===== src/rtl/cram_config_loader.sv =====
// rtl/cram_config_loader.sv - serialises bitstream words LSB-first onto the CRAM chain; optional CRC-8 check via CFG_CRC_EN
module cram_config_loader #(
   parameter int WORD_W    = 8,
   parameter int CHAIN_LEN = 256,
   parameter int CNT_W     = $clog2(CHAIN_LEN + 1)
) (
   input  logic              clk,
   input  logic              nrst,
   input  logic              en,
   input  logic              start,
   input  logic              abort,
   input  logic [WORD_W-1:0] word_data,
   input  logic              word_valid,
   output logic              word_ready,
   output logic              cfg_data,
   output logic              cfg_en,
   output logic              busy,
   output logic              done,
   output logic              crc_err
);

   localparam int RW = $clog2(WORD_W + 1);

`ifdef CFG_CRC_EN
   typedef enum logic [2:0] {S_IDLE, S_LOAD, S_SHIFT, S_CHECK, S_DONE} state_t;
`else
   typedef enum logic [2:0] {S_IDLE, S_LOAD, S_SHIFT, S_DONE} state_t;
`endif

   state_t            state;
   logic [CNT_W-1:0]  bits_sent;
   logic [RW-1:0]     rem;
   logic [WORD_W-1:0] shreg;
   logic              ready_q;
   logic              cfg_en_q;
   logic              data_q;
   logic              busy_q;
   logic              done_q;

   logic [CNT_W-1:0]  bits_next;
   logic [CNT_W-1:0]  left_c;
   logic [RW-1:0]     first_n;

   // Bits still owed to the chain decide how many bits of the next word are real
   assign bits_next = bits_sent + CNT_W'(1);
   assign left_c    = CNT_W'(CHAIN_LEN) - bits_sent;
   assign first_n   = (32'(left_c) < 32'(WORD_W)) ? RW'(left_c) : RW'(WORD_W);

`ifdef CFG_CRC_EN
   logic [7:0] crc_q;
   logic [7:0] crc_next;
   logic       crc_err_q;
   logic       crc_fb;

   // Serial CRC-8 step over the bit currently on the chain
   assign crc_fb   = crc_q[7] ^ data_q;
   assign crc_next = {crc_q[6:0], 1'b0} ^ (crc_fb ? 8'h07 : 8'h00);
   assign crc_err  = crc_err_q;
`else
   assign crc_err  = 1'b0;
`endif

   // Disabling freezes everything, so handshake and chain strobe are masked by en
   assign word_ready = ready_q & en;
   assign cfg_en     = cfg_en_q & en;
   assign cfg_data   = data_q;
   assign busy       = busy_q;
   assign done       = done_q;

   // Load sequencer: state, counters, shift register and registered outputs
   always_ff @(posedge clk or negedge nrst) begin
      if (!nrst) begin
         state     <= S_IDLE;
         bits_sent <= '0;
         rem       <= '0;
         shreg     <= '0;
         ready_q   <= 1'b0;
         cfg_en_q  <= 1'b0;
         data_q    <= 1'b0;
         busy_q    <= 1'b0;
         done_q    <= 1'b0;
`ifdef CFG_CRC_EN
         crc_q     <= 8'h00;
         crc_err_q <= 1'b0;
`endif
      end else if (en) begin
         if (abort) begin
            state     <= S_IDLE;
            bits_sent <= '0;
            rem       <= '0;
            ready_q   <= 1'b0;
            cfg_en_q  <= 1'b0;
            data_q    <= 1'b0;
            busy_q    <= 1'b0;
            done_q    <= 1'b0;
`ifdef CFG_CRC_EN
            crc_q     <= 8'h00;
            crc_err_q <= 1'b0;
`endif
         end else begin
            case (state)
               S_IDLE, S_DONE: begin
                  if (start) begin
                     state     <= S_LOAD;
                     bits_sent <= '0;
                     ready_q   <= 1'b1;
                     busy_q    <= 1'b1;
                     done_q    <= 1'b0;
`ifdef CFG_CRC_EN
                     crc_q     <= 8'h00;
                     crc_err_q <= 1'b0;
`endif
                  end
               end
               S_LOAD: begin
                  if (word_valid) begin
                     state    <= S_SHIFT;
                     ready_q  <= 1'b0;
                     cfg_en_q <= 1'b1;
                     data_q   <= word_data[0];
                     shreg    <= word_data >> 1;
                     rem      <= first_n;
                  end
               end
               S_SHIFT: begin
                  bits_sent <= bits_next;
`ifdef CFG_CRC_EN
                  crc_q     <= crc_next;
`endif
                  if (rem == RW'(1)) begin
                     cfg_en_q <= 1'b0;
                     data_q   <= 1'b0;
                     if (bits_next == CNT_W'(CHAIN_LEN)) begin
`ifdef CFG_CRC_EN
                        state   <= S_CHECK;
                        ready_q <= 1'b1;
`else
                        state   <= S_DONE;
                        busy_q  <= 1'b0;
                        done_q  <= 1'b1;
`endif
                     end else begin
                        state   <= S_LOAD;
                        ready_q <= 1'b1;
                     end
                  end else begin
                     data_q <= shreg[0];
                     shreg  <= shreg >> 1;
                     rem    <= rem - RW'(1);
                  end
               end
`ifdef CFG_CRC_EN
               S_CHECK: begin
                  if (word_valid) begin
                     crc_err_q <= (word_data[7:0] != crc_q);
                     state     <= S_DONE;
                     ready_q   <= 1'b0;
                     busy_q    <= 1'b0;
                     done_q    <= 1'b1;
                  end
               end
`endif
               default: state <= S_IDLE;
            endcase
         end
      end
   end

endmodule


===== config.mk =====
export PLATFORM = sky130hd
export DESIGN_NAME = cram_config_loader
export DESIGN_NICKNAME = d
export VERILOG_FILES = /design/src/rtl/cram_config_loader.sv
export SDC_FILE = /design/constraint.sdc
export NUM_CORES = 1
export LEC_CHECK = 0
export BUFFER_PORTS_ARGS = -buffer_cell sky130_fd_sc_hd__buf_2
export CAP_MARGIN = 10
export CORE_AREA = 2 2 67 69
export DETAILED_ROUTE_END_ITERATION = 12
export DIE_AREA = 0 0 69 71
export SLEW_MARGIN = 5
export SYNTH_ARGS = -nofsm -noshare
export SYNTH_HDL_FRONTEND = slang
export SYNTH_SLANG_ARGS = --single-unit
export TNS_END_PERCENT = 10

===== constraint.sdc =====
create_clock -name clk -period 2.3 [get_ports clk]
set_clock_uncertainty 0.15 [all_clocks]
set_input_delay 0.23 -clock clk [delete_from_list [all_inputs] [get_ports clk]]
set_output_delay 0.23 -clock clk [all_outputs]
set_load 0.01 [all_outputs]

Word level (Yosys, flattened, before mapping). Index checks and enable logic that the tools add are counted.

Register bits after elaboration: 29. Output and inout port bits: 6.

Magnitude comparators: 1. Multiplexer cells: 40. Add/subtract/negate cells: 3. Bitwise gates (word level): 3. Equality and inequality tests: 13. Reductions and logical operators: 14.

Operator list (count): $mux W1 (18); $mux W9 (2); $ne A3 B3 Y1 const B (6); $pmux W9 S2 (1); $mux W4 (4); $mux W8 (2); $pmux W8 S2 (1); $mux W3 (4); $reduce_and A4 Y1 (3); $reduce_and A5 Y1 (2); $add A9 B1 Y9 const B (1); $eq A9 B9 Y1 const B (1); $lt A9 B4 Y1 const B (1); $pmux W3 S3 (1); $sub A9 B9 Y9 const A (1); $pmux W1 S2 (4); $pmux W4 S2 (1); $eq A3 B2 Y1 const B (2); $reduce_and A3 Y1 (2); $reduce_and A6 Y1 (1); $reduce_bool A3 Y1 (2); $eq A4 B1 Y1 const B (1); $ne A2 B2 Y1 const B (2); $reduce_bool A4 Y1 (1); other kinds (9) (10).

Logic depth before layout (Yosys ltp). Gate-level depths: netlist of run 1.

Depth after elaboration: 6. Gate-level depth with buffers: 8. Gate-level depth less buffers: 7.

Least setup slack after synthesis of run 1. Ideal clock, no wire load.

Kind: register to register. Start: register rem[1]. End: register ready_q. Arrival: 1.796 ns. Setup slack: 0.233 ns. Cell stages (with the launch flop): 9. Data required time: 2.029 ns. Cell sequence: dfrtp_1 > inv_1 > ha_1 > or3b_1 > buf_2 > a211oi_2 > o21a_2 > o31ai_1 > a22o_1.

Word-level cells in the longest chain between the ends: 3.

Ends and longest elaborated chain: start: declaration (line 32) `logic [RW-1:0] rem;`; start signal: assignment (line 122) `rem <= first_n;`; start signal: assignment (line 149) `rem <= rem - RW'(1);`; $eq A4 B1 Y1 (line 130) `if (rem == RW'(1)) begin`; $ne A3 B3 Y1 (no line); $reduce_and A6 Y1 (no line); end signal: assignment (line 106) `ready_q <= 1'b1;`; end signal: assignment (line 118) `ready_q <= 1'b0;`; end signal: assignment (line 144) `ready_q <= 1'b1;`; end: declaration (line 34) `logic ready_q;`.

Every way passes these cells. A chain may end at the register's enable or synchronous reset.

Worst setup path after layout of run 1. Ends and elaborated chain as after synthesis.

==> flow_summary.json, run 1 <==
{
  "status": "completed",
  "grt_pass1_wl_um": 6800,
  "synthMostInstantiatedCell": "dfrtp_1",
  "p_comb_frac": 0.471,
  "synth.area.top_cells": "dfrtp_1, nor2_1, ha_1",
  "final_core_util": 0.471,
  "synth-edff-count": 0,
  "die-area_mm2": 0.00490,
  "yosys_register_bits": 27,
  "setup_viol": 0,
  "synth_warnings": 0,
  "cp.required_ps": 2330,
  "worstPathArrival_ps": 2200,
  "drt-pass1-iter-count": 4,
  "die_h_um": 71,
  "n_antenna_cell": 0,
  "drt_wl_total_um": 3790,
  "syn-num-nets": 222,
  "dp_hpwl_um": 2760,
  "critical_path_class": "register to register",
  "grt_pass1_vias": 1464,
  "die_w_um": 69,
  "hold_path.class": "input pin to register",
  "hold_slack_ps": 41.0,
  "grt_max_degree": 28,
  "cts_tree": "yes",
  "drc": 0,
  "first_iter_violations": 84,
  "cp-start-kind": "register",
  "grt-ovfl-total": 0,
  "synth_top_area_frac": 0.373,
  "cts.sinks": 27,
  "tightest_slew_ps": 610,
  "switching_share": 0.404,
  "synth_cells": 202,
  "seqPwrFrac": 0.384,
  "drv_cap": 0,
  "synth_seq_area_share": 0.373,
  "start_util": 0.430,
  "htreeDepth": 1,
  "min_period_ps": 2170,
  "p_clk_frac": 0.145,
  "io_buffers": 18,
  "grt_usage": 0.171,
  "p_leak_nw": 0.861,
  "finalHoldViolations": 0,
  "viasPerCell": 5.35,
  "clockBufferDepth": 2,
  "maxSlewViolCount": 0,
  "fin_nets": 241,
  "internal_power_w": 0.00116,
  "coreArea_mm2": 0.00420,
  "slew_headroom": 0.593,
  "path_clk_slew_ps": 100,
  "avgSynthCellArea_um2": 8.96,
  "syn_to_final_growth_pct": 9.34,
  "p_switching_w": 0.000784,
  "drtAntennaViolNets": 0,
  "synth_top_cells_by_count": "dfrtp_1, nor2_1, o21ai_0",
  "finalCritPeriodShare": 0.944,
  "async_reset_ff_frac": 1.00,
  "cp_max_fo": 6,
  "synthFlopType": "dfrtp_1",
  "powerDensity_mw_per_mm2": 981,
  "synth_cell_types": 53,
  "timing.setup.tns_ps": 0,
  "synth_top_area_cell": "dfrtp_1",
  "rows": 24,
  "io_pins": 20,
  "syn_area_mm2": 0.00181,
  "ir_worst_vdd_v": 0.000742,
  "antenna_found_initial": 0,
  "gp_congestion": 0.819,
  "clock.fmax_mhz": 461,
  "wl_per_cell_um": 13.9,
  "rsz0062_at_grt": "no",
  "worstSetupEndpointType": "register",
  "clock_latency_ps": 280,
  "vias": 1454,
  "drive_gt1_frac": 0.191,
  "cts_made_buffers": 3,
  "cts_root_buffer": "clkbuf_8"
}
[repair_timing]
item                       4_1_cts  5_1_grt
setup endpoints to repair        0        2
setup buffers                    0        0
hold buffers                     1        0
resized for setup                0        1
hold endpoints to repair        27        0
[placed cells by master (no fill, tap or decap), types with 5 or more instances in the layout]
| master | n |
|---|---|
| nor2b_1 | 6 |
| buf_2 | 18 |
| mux2i_1 | 7 |
| buf_4 | 8 |
| dfrtp_1 | 27 |
| a21oi_1 | 13 |
| o21ai_0 | 14 |
| nand2_1 | 12 |
| ha_1 | 6 |
| nand3_1 | 5 |
| a31oi_1 | 5 |
| inv_1 | 11 |
| o31ai_1 | 5 |
| nor2_1 | 23 |
[layout make-up]
| class | count | area [um^2] |
|---|---|---|
| Multi-Input combinational cell | 151 | 987 |
| Clock buffer | 3 | 41.3 |
| Tap cell | 52 | 65.1 |
| Sequential cell | 27 | 676 |
| Timing Repair Buffer | 27 | 160 |
| Inverter | 11 | 41.3 |
| Clock inverter | 1 | 7.51 |
| Fill cell | 428 | 2230 |
[critical path, stage by stage, from the launching register on]
cell and delay [ps]:
dfrtp_1 420, inv_1 90, ha_1 230, or3b_4 440
a211oi_2 260, o21a_2 170, o31ai_1 70, a22o_1 250
[power groups by stage]
| stage | Clock [W] | Combinational [W] | Sequential, W |
|---|---|---|---|
| floorplan | 0 | 0.000722 | 0.000728 |
| global placement | 0 | 0.000896 | 0.000750 |
| detailed placement | 0 | 0.000911 | 0.000753 |
| CTS | 0.000299 | 0.000917 | 0.000745 |
| global route | 0.000309 | 0.00104 | 0.000772 |
| finish | 0.000281 | 0.000913 | 0.000746 |
[worst paths after layout]
kind / startpoint / to / slack (ps) / cells after the start
setup / recovery: rem[1]$_DFFE_PN0P_ / ready_q$_DFFE_PN0P_ / 130 / 7
hold / removal: word_data[7] / shreg[6]$_DFFE_PN0P_ / 40 / 3
setup reg to reg: rem[1]$_DFFE_PN0P_ / ready_q$_DFFE_PN0P_ / 130 / 7
hold reg to reg: cfg_data$_DFFE_PN0P_ / cfg_data$_DFFE_PN0P_ / 340 / 2
max in group asynchronous: nrst / bits_sent[7]$_DFFE_PN0P_ / 1260 / 2
min in group asynchronous: nrst / cfg_en_q$_DFFE_PN0P_ / 340 / 2
[flip-flops by register name, summed over array words and instances, names as in the netlist]
register / flops
busy: 1
ready_q: 1
bits_sent: 9
cfg_en_q: 1
done: 1
shreg: 7
rem: 4
state: 2
cfg_data: 1
[logic make-up (layout without fill, tap and decap cells)]
logic type               after synthesis  after routing  share of synthesized area
other                                  1              1                    0.00207
flip-flops                            27             27                      0.373
buffers and inverters                 24             42                     0.0823
AO/OA/AOI/OAI                         57             57                      0.216
AND/OR/NAND/NOR                       74             74                      0.215
adder cells (fa/ha/maj)                6              6                     0.0415
XOR/XNOR                               5              5                     0.0242
multiplexers                           8              8                     0.0450
[metal layers]
| metal | vias up | track usage | wire length, um |
|---|---|---|---|
| met5 | - | 0 | 0 |
| met2 | 10 | 0.267 | 1730 |
| met4 | 0 | 0.0806 | 63 |
| met1 | 686 | 0.239 | 1950 |
| met3 | 4 | 0.0185 | 46 |
| li1 | 754 | - | - |
[stage by stage]
step	power [W]	setup WS (ps)	instances	instance area, um^2
5_1_grt	0.00212	22.6	272	1980
3_3_place_gp	0.00165	156	267	1920
6_report	0.00194	130	272	1980
3_5_place_dp	0.00166	84.1	267	1920
4_1_cts	0.00196	68.1	272	1980
2_1_floorplan	0.00145	233	202	1810
Power figures use the tool's default switching activity.
==> inputs of run 2 (changes only) <==
Settings changed: BUFFER_PORTS_ARGS -buffer_cell sky130_fd_sc_hd__buf_2 to unset, DONT_BUFFER_PORTS set to 1, PLACE_DENSITY set to 0.56.
==> run 2 against run 1 <==
Against the previous run:
- hold slack got worse by 24 ps
- first-iteration DRC count is 32% lower
- count of clock-buffer cells in the layout unchanged
- worst setup slack better by 35 ps
- via count increased by 0.41%
- clock power is 4% lower
- combinational power shrank 1%
- final area is 1.9% lower
- sequential share of layout area increased by 0.66 points
- maximum frequency grew 1.6%
- critical path depth unchanged
- non-clock buffer count is 13 lower
- highest routed layer unchanged
==> flow_summary.json, run 2 (synthesis gave the netlist of run 1 again) <==
{
  "start_util": 0.430,
  "multiInputGateArea_um2": 985,
  "drt-pass1-iter-count": 4,
  "layout_commonest_cell": "dfrtp_1",
  "first_iter_violations": 57,
  "cp_max_fo": 4,
  "reg2reg_from": "rem[1]$_DFFE_PN0P_",
  "cts_made_buffers": 3,
  "dpl.cell_count": 250,
  "routed-wl-met2_um": 2000,
  "dp_hpwl_um": 2860,
  "critical_path_class": "register to register",
  "worstPathArrival_ps": 2150,
  "internal_power_w": 0.00115,
  "drive_gt1_frac": 0.121,
  "critPathMaxStageDelay_ps": 420,
  "top_layer_used": "met4",
  "regToRegEndpoint": "ready_q$_DFFE_PN0P_",
  "grt_usage": 0.169,
  "ff2ff_setup_slack_ps": 160,
  "io_buffers": 0,
  "p_comb_frac": 0.467,
  "pre_cts_slack_ps": 171,
  "placed_area_mm2": 0.00183,
  "rows": 24,
  "critPathSlowestCell": "dfrtp_1",
  "drc": 0,
  "wl_met3_um": 146,
  "status": "completed",
  "maxSlewViolCount": 0,
  "timing.final.ws_setup_ps": 164,
  "p_leak_nw": 0.812,
  "wl_per_cell_um": 15.4,
  "wl_met1_um": 1800,
  "io_pins": 20,
  "drtAntennaViolNets": 0,
  "rsz0062_at_grt": "no",
  "setup_viol": 0,
  "fin_cells": 259,
  "clock_latency_ps": 270,
  "clockBufferDepth": 2,
  "ff_latch_area_um2": 676,
  "final_core_util": 0.462,
  "cts_root_buffer": "clkbuf_8",
  "seqPwrFrac": 0.392,
  "vias": 1460,
  "syn_to_final_growth_pct": 7.26,
  "viasPerCell": 5.64,
  "path_clk_slew_ps": 100,
  "min_period_ps": 2140,
  "drv_cap": 0,
  "cp-startpoint": "rem[1]$_DFFE_PN0P_",
  "finalHoldViolations": 0,
  "hold_path.class": "input pin to register",
  "gp_congestion": 0.833,
  "nFillCells": 423,
  "crit_chain": "inv_1 -> ha_1 -> or3b_1 -> a211oi_2 -> o21a_2 -> o31ai_1 -> a22o_1",
  "grt_pass1_vias": 1460,
  "die_h_um": 71,
  "hold_start": "abort",
  "grt-ovfl-total": 0,
  "switching_share": 0.403,
  "top_register": "bits_sent",
  "n_antenna_cell": 0,
  "largest_reg_flops": 9,
  "htreeDepth": 1,
  "cts_tree": "yes",
  "grt_max_degree": 28,
  "die_w_um": 69,
  "p_switching_w": 0.000779,
  "powerDensity_mw_per_mm2": 997,
  "die-area_mm2": 0.00490,
  "crit_end": "ready_q$_DFFE_PN0P_",
  "cp-start-kind": "register",
  "worst_r2r_path_depth": 7,
  "antenna_found_initial": 0,
  "clock.fmax_mhz": 468,
  "ir_worst_vdd_v": 0.000577,
  "finalCritPeriodShare": 0.929,
  "layout_common_cells": "dfrtp_1, nor2_1, o21ai_0",
  "worstSetupEndpointType": "register",
  "cp.required_ps": 2320,
  "drt_wl_total_um": 3980,
  "timing.setup.tns_ps": 0,
  "grt_pass1_wl_um": 6910,
  "stdcell_area_mm2": 0.00194,
  "fin_nets": 228,
  "p_clk_frac": 0.140,
  "coreArea_mm2": 0.00420,
  "cts.sinks": 27,
  "largestRegisters": "bits_sent: 9 flops, shreg: 7 flops, rem: 4 flops"
}
-- run 2: cell types whose count changed in the layout (fill, tap and decap cells not counted), sizes merged --
cell,before,now
buf,26,10
clkinv,0,1
clkinvlp,1,0
dlygate4sd3,1,4
-- run 2: worst min-delay path by stage --
stage | slack [ps] | to | depth (start not counted)
2_1_floorplan | -220 | bits_sent[0]$_DFFE_PN0P_ | 0
3_3_place_gp | -210 | bits_sent[4]$_DFFE_PN0P_ | 0
3_5_place_dp | -210 | bits_sent[6]$_DFFE_PN0P_ | 0
4_1_cts | 10 | shreg[1]$_DFFE_PN0P_ | 2
5_1_grt | 30 | shreg[2]$_DFFE_PN0P_ | 2
6_report | 20 | rem[3]$_DFFE_PN0P_ | 2
-- run 2: metrics by stage --
stage	total power, W	hold slack [ps]
CTS	0.00194	13.7
global placement	0.00163	-214
floorplan	0.00145	-216
global route	0.00211	25.5
detailed placement	0.00165	-214
finish	0.00193	17.5
-- run 2: layout make-up --
class	count	share of cell area
sequential	27	0.348
multi-input combinational	151	0.507
timing repair buffer	14	0.0658
tap	52	0.0335
inverter	11	0.0213
clock inverter	1	0.00258
clock buffer	3	0.0213
-- run 2: timing repair --
| item | CTS | global route |
|---|---|---|
| resized for setup | 0 | 1 |
| hold buffers | 5 | 0 |
| setup endpoints to repair | 0 | 1 |
| setup buffers | 0 | 0 |
| hold endpoints to repair | 32 | 0 |
-- run 2: power by group through the flow --
stage                     clock [W]  combinational, W  sequential (W)
after CTS                  0.000278          0.000910        0.000755
after floorplan                   0          0.000722        0.000728
final                      0.000271          0.000904        0.000759
after global routing       0.000299           0.00103        0.000783
after global placement            0          0.000869        0.000759
after detailed placement          0          0.000885        0.000765
-- run 2: routing by layer --
layer | vias up | track usage
met4 | 0 | 0.0392
met5 | - | 0
li1 | 721 | -
met2 | 26 | 0.288
met1 | 709 | 0.228
met3 | 4 | 0.0256
-- run 2: critical path: cells and delay by family (launching register included) --
family / cells / cell delay, ps
buf+inv: 1 / 90
flops: 1 / 420
compound gates: 4 / 750
simple gates: 1 / 400
fa+ha+maj: 1 / 230
==> inputs of run 3 (changes only) <==
Settings changed: MAX_ROUTING_LAYER set to met4.
==> run 3 against run 2 <==
Against the previous run:
- maximum frequency rose by 0.11%
- largest power group unchanged
- power barely moved
- combinational power barely moved
- die area did not move
- highest routed layer unchanged
- non-clock buffer count did not move
- register-to-register slack barely moved
- critical path depth did not move
- worst setup slack improved by 2.4 ps
- clock power barely moved
==> flow_summary.json, run 3 (synthesis gave the netlist of run 1 again) <==
{
  "fin_nets": 228,
  "maxSlewViolCount": 0,
  "finalHoldViolations": 0,
  "drc": 0,
  "layout_common_cells": "dfrtp_1, nor2_1, o21ai_0",
  "timing.setup.tns_ps": 0,
  "min_period_ps": 2130,
  "hold_path.class": "input pin to register",
  "largest_reg_flops": 9,
  "grt_pass1_vias": 1465,
  "clockBufferDepth": 2,
  "antenna_found_initial": 0,
  "worst_r2r_path_depth": 7,
  "reg2reg_from": "rem[1]$_DFFE_PN0P_",
  "largestRegisters": "bits_sent: 9 flops, shreg: 7 flops, rem: 4 flops",
  "drt-pass1-iter-count": 4,
  "wl_per_cell_um": 15.3,
  "clock_latency_ps": 270,
  "cpLargestDelayFamily": "compound AO/OA/AOI/OAI gates",
  "grt_pass1_wl_um": 6930,
  "finalCritPeriodShare": 0.928,
  "status": "completed",
  "ff2ff_setup_slack_ps": 170,
  "drv_cap": 0,
  "dpl.cell_count": 250,
  "grt-ovfl-total": 0,
  "critical_path_cell_count": 7,
  "io_buffers": 0,
  "grt_usage": 0.175,
  "die-area_mm2": 0.00490,
  "cts_made_buffers": 3,
  "cts_tree": "yes",
  "n_antenna_cell": 0,
  "drt_wl_total_um": 3960,
  "hold_start": "abort",
  "vias": 1461,
  "gp_congestion": 0.846,
  "htreeDepth": 1,
  "drtAntennaViolNets": 0,
  "cp.required_ps": 2320,
  "critical_path_class": "register to register",
  "fin_cells": 259,
  "tightest_slew_ps": 494,
  "crit_chain": "inv_1 -> ha_1 -> or3b_1 -> a211oi_2 -> o21a_2 -> o31ai_1 -> a22o_1",
  "grt_max_degree": 28,
  "regToRegEndpoint": "ready_q$_DFFE_PN0P_",
  "io_pins": 20,
  "clock.fmax_mhz": 469,
  "rows": 24,
  "pre_cts_slack_ps": 171,
  "critPathMaxStageDelay_ps": 420,
  "setup_viol": 0,
  "ir_worst_vdd_v": 0.000578,
  "start_util": 0.430,
  "path_clk_slew_ps": 100,
  "rsz0062_at_grt": "no",
  "cts.sinks": 27,
  "critPathSlowestCell": "dfrtp_1",
  "worstPathArrival_ps": 2150,
  "syn_to_final_growth_pct": 7.26,
  "timing.final.ws_setup_ps": 167,
  "total_power_w": 0.00194,
  "coreArea_mm2": 0.00420,
  "cp_max_fo": 4,
  "drive_gt1_frac": 0.121,
  "worstSetupEndpointType": "register",
  "viasPerCell": 5.64,
  "final_core_util": 0.462,
  "layout_commonest_cell": "dfrtp_1",
  "slew_headroom": 0.669,
  "dp_hpwl_um": 2860,
  "cts_root_buffer": "clkbuf_8",
  "powerDensity_mw_per_mm2": 998,
  "p_leak_nw": 0.812,
  "critPathBufInv": 1,
  "cp-start-kind": "register",
  "die_w_um": 69,
  "cp-startpoint": "rem[1]$_DFFE_PN0P_",
  "die_h_um": 71,
  "first_iter_violations": 50,
  "top_register": "bits_sent",
  "crit_end": "ready_q$_DFFE_PN0P_"
}
[run 3: cell counts in the layout (fill, tap and decap cells not counted)]
Identical to the previous run, type by type.
[run 3: metrics by stage]
| step | cell area (um^2) | hold WS [ps] |
|---|---|---|
| finish | 1940 | 16.6 |
| global route | 1940 | 25.5 |
| CTS | 1940 | 13.7 |
| detailed placement | 1830 | -214 |
| global placement | 1830 | -214 |
| floorplan | 1810 | -216 |
[run 3: area by class of cell]
cell class | instances | area, um^2
Fill cell | 423 | 2260
Multi-Input combinational cell | 151 | 985
Sequential cell | 27 | 676
Timing Repair Buffer | 14 | 128
Tap cell | 52 | 65.1
Clock buffer | 3 | 41.3
Inverter | 11 | 41.3
Clock inverter | 1 | 5.00
[run 3: how the worst min path moves through the flow]
| stage | to | slack [ps] | cells past startpoint |
|---|---|---|---|
| floorplan | bits_sent[0]$_DFFE_PN0P_ | -220 | 0 |
| global placement | bits_sent[4]$_DFFE_PN0P_ | -210 | 0 |
| detailed placement | bits_sent[6]$_DFFE_PN0P_ | -210 | 0 |
| CTS | shreg[1]$_DFFE_PN0P_ | 10 | 2 |
| global route | shreg[2]$_DFFE_PN0P_ | 30 | 2 |
| finish | rem[3]$_DFFE_PN0P_ | 20 | 2 |
[run 3: power by group]
group	leakage (nW)	switching (W)	internal, W
registers	0.344	0.000136	0.000622
clock network	0.0255	0.000152	0.000121
logic	0.443	0.000493	0.000412
[run 3: what timing repair did]
item	CTS	global route
gates resized for setup	0	1
setup endpoints to repair	0	1
setup buffers	0	0
hold buffers	5	0
endpoints found under the hold margin	32	0
[run 3: routing by layer]
metal	vias to the layer above	routed length [um]	global-route usage	part of all wire
li1	722	-	-	-
met1	714	1810	0.232	0.46
met2	21	1980	0.287	0.50
met3	4	134	0.0256	0.034
met4	0	38	0.0392	0.0096
met5	-	0	-	0
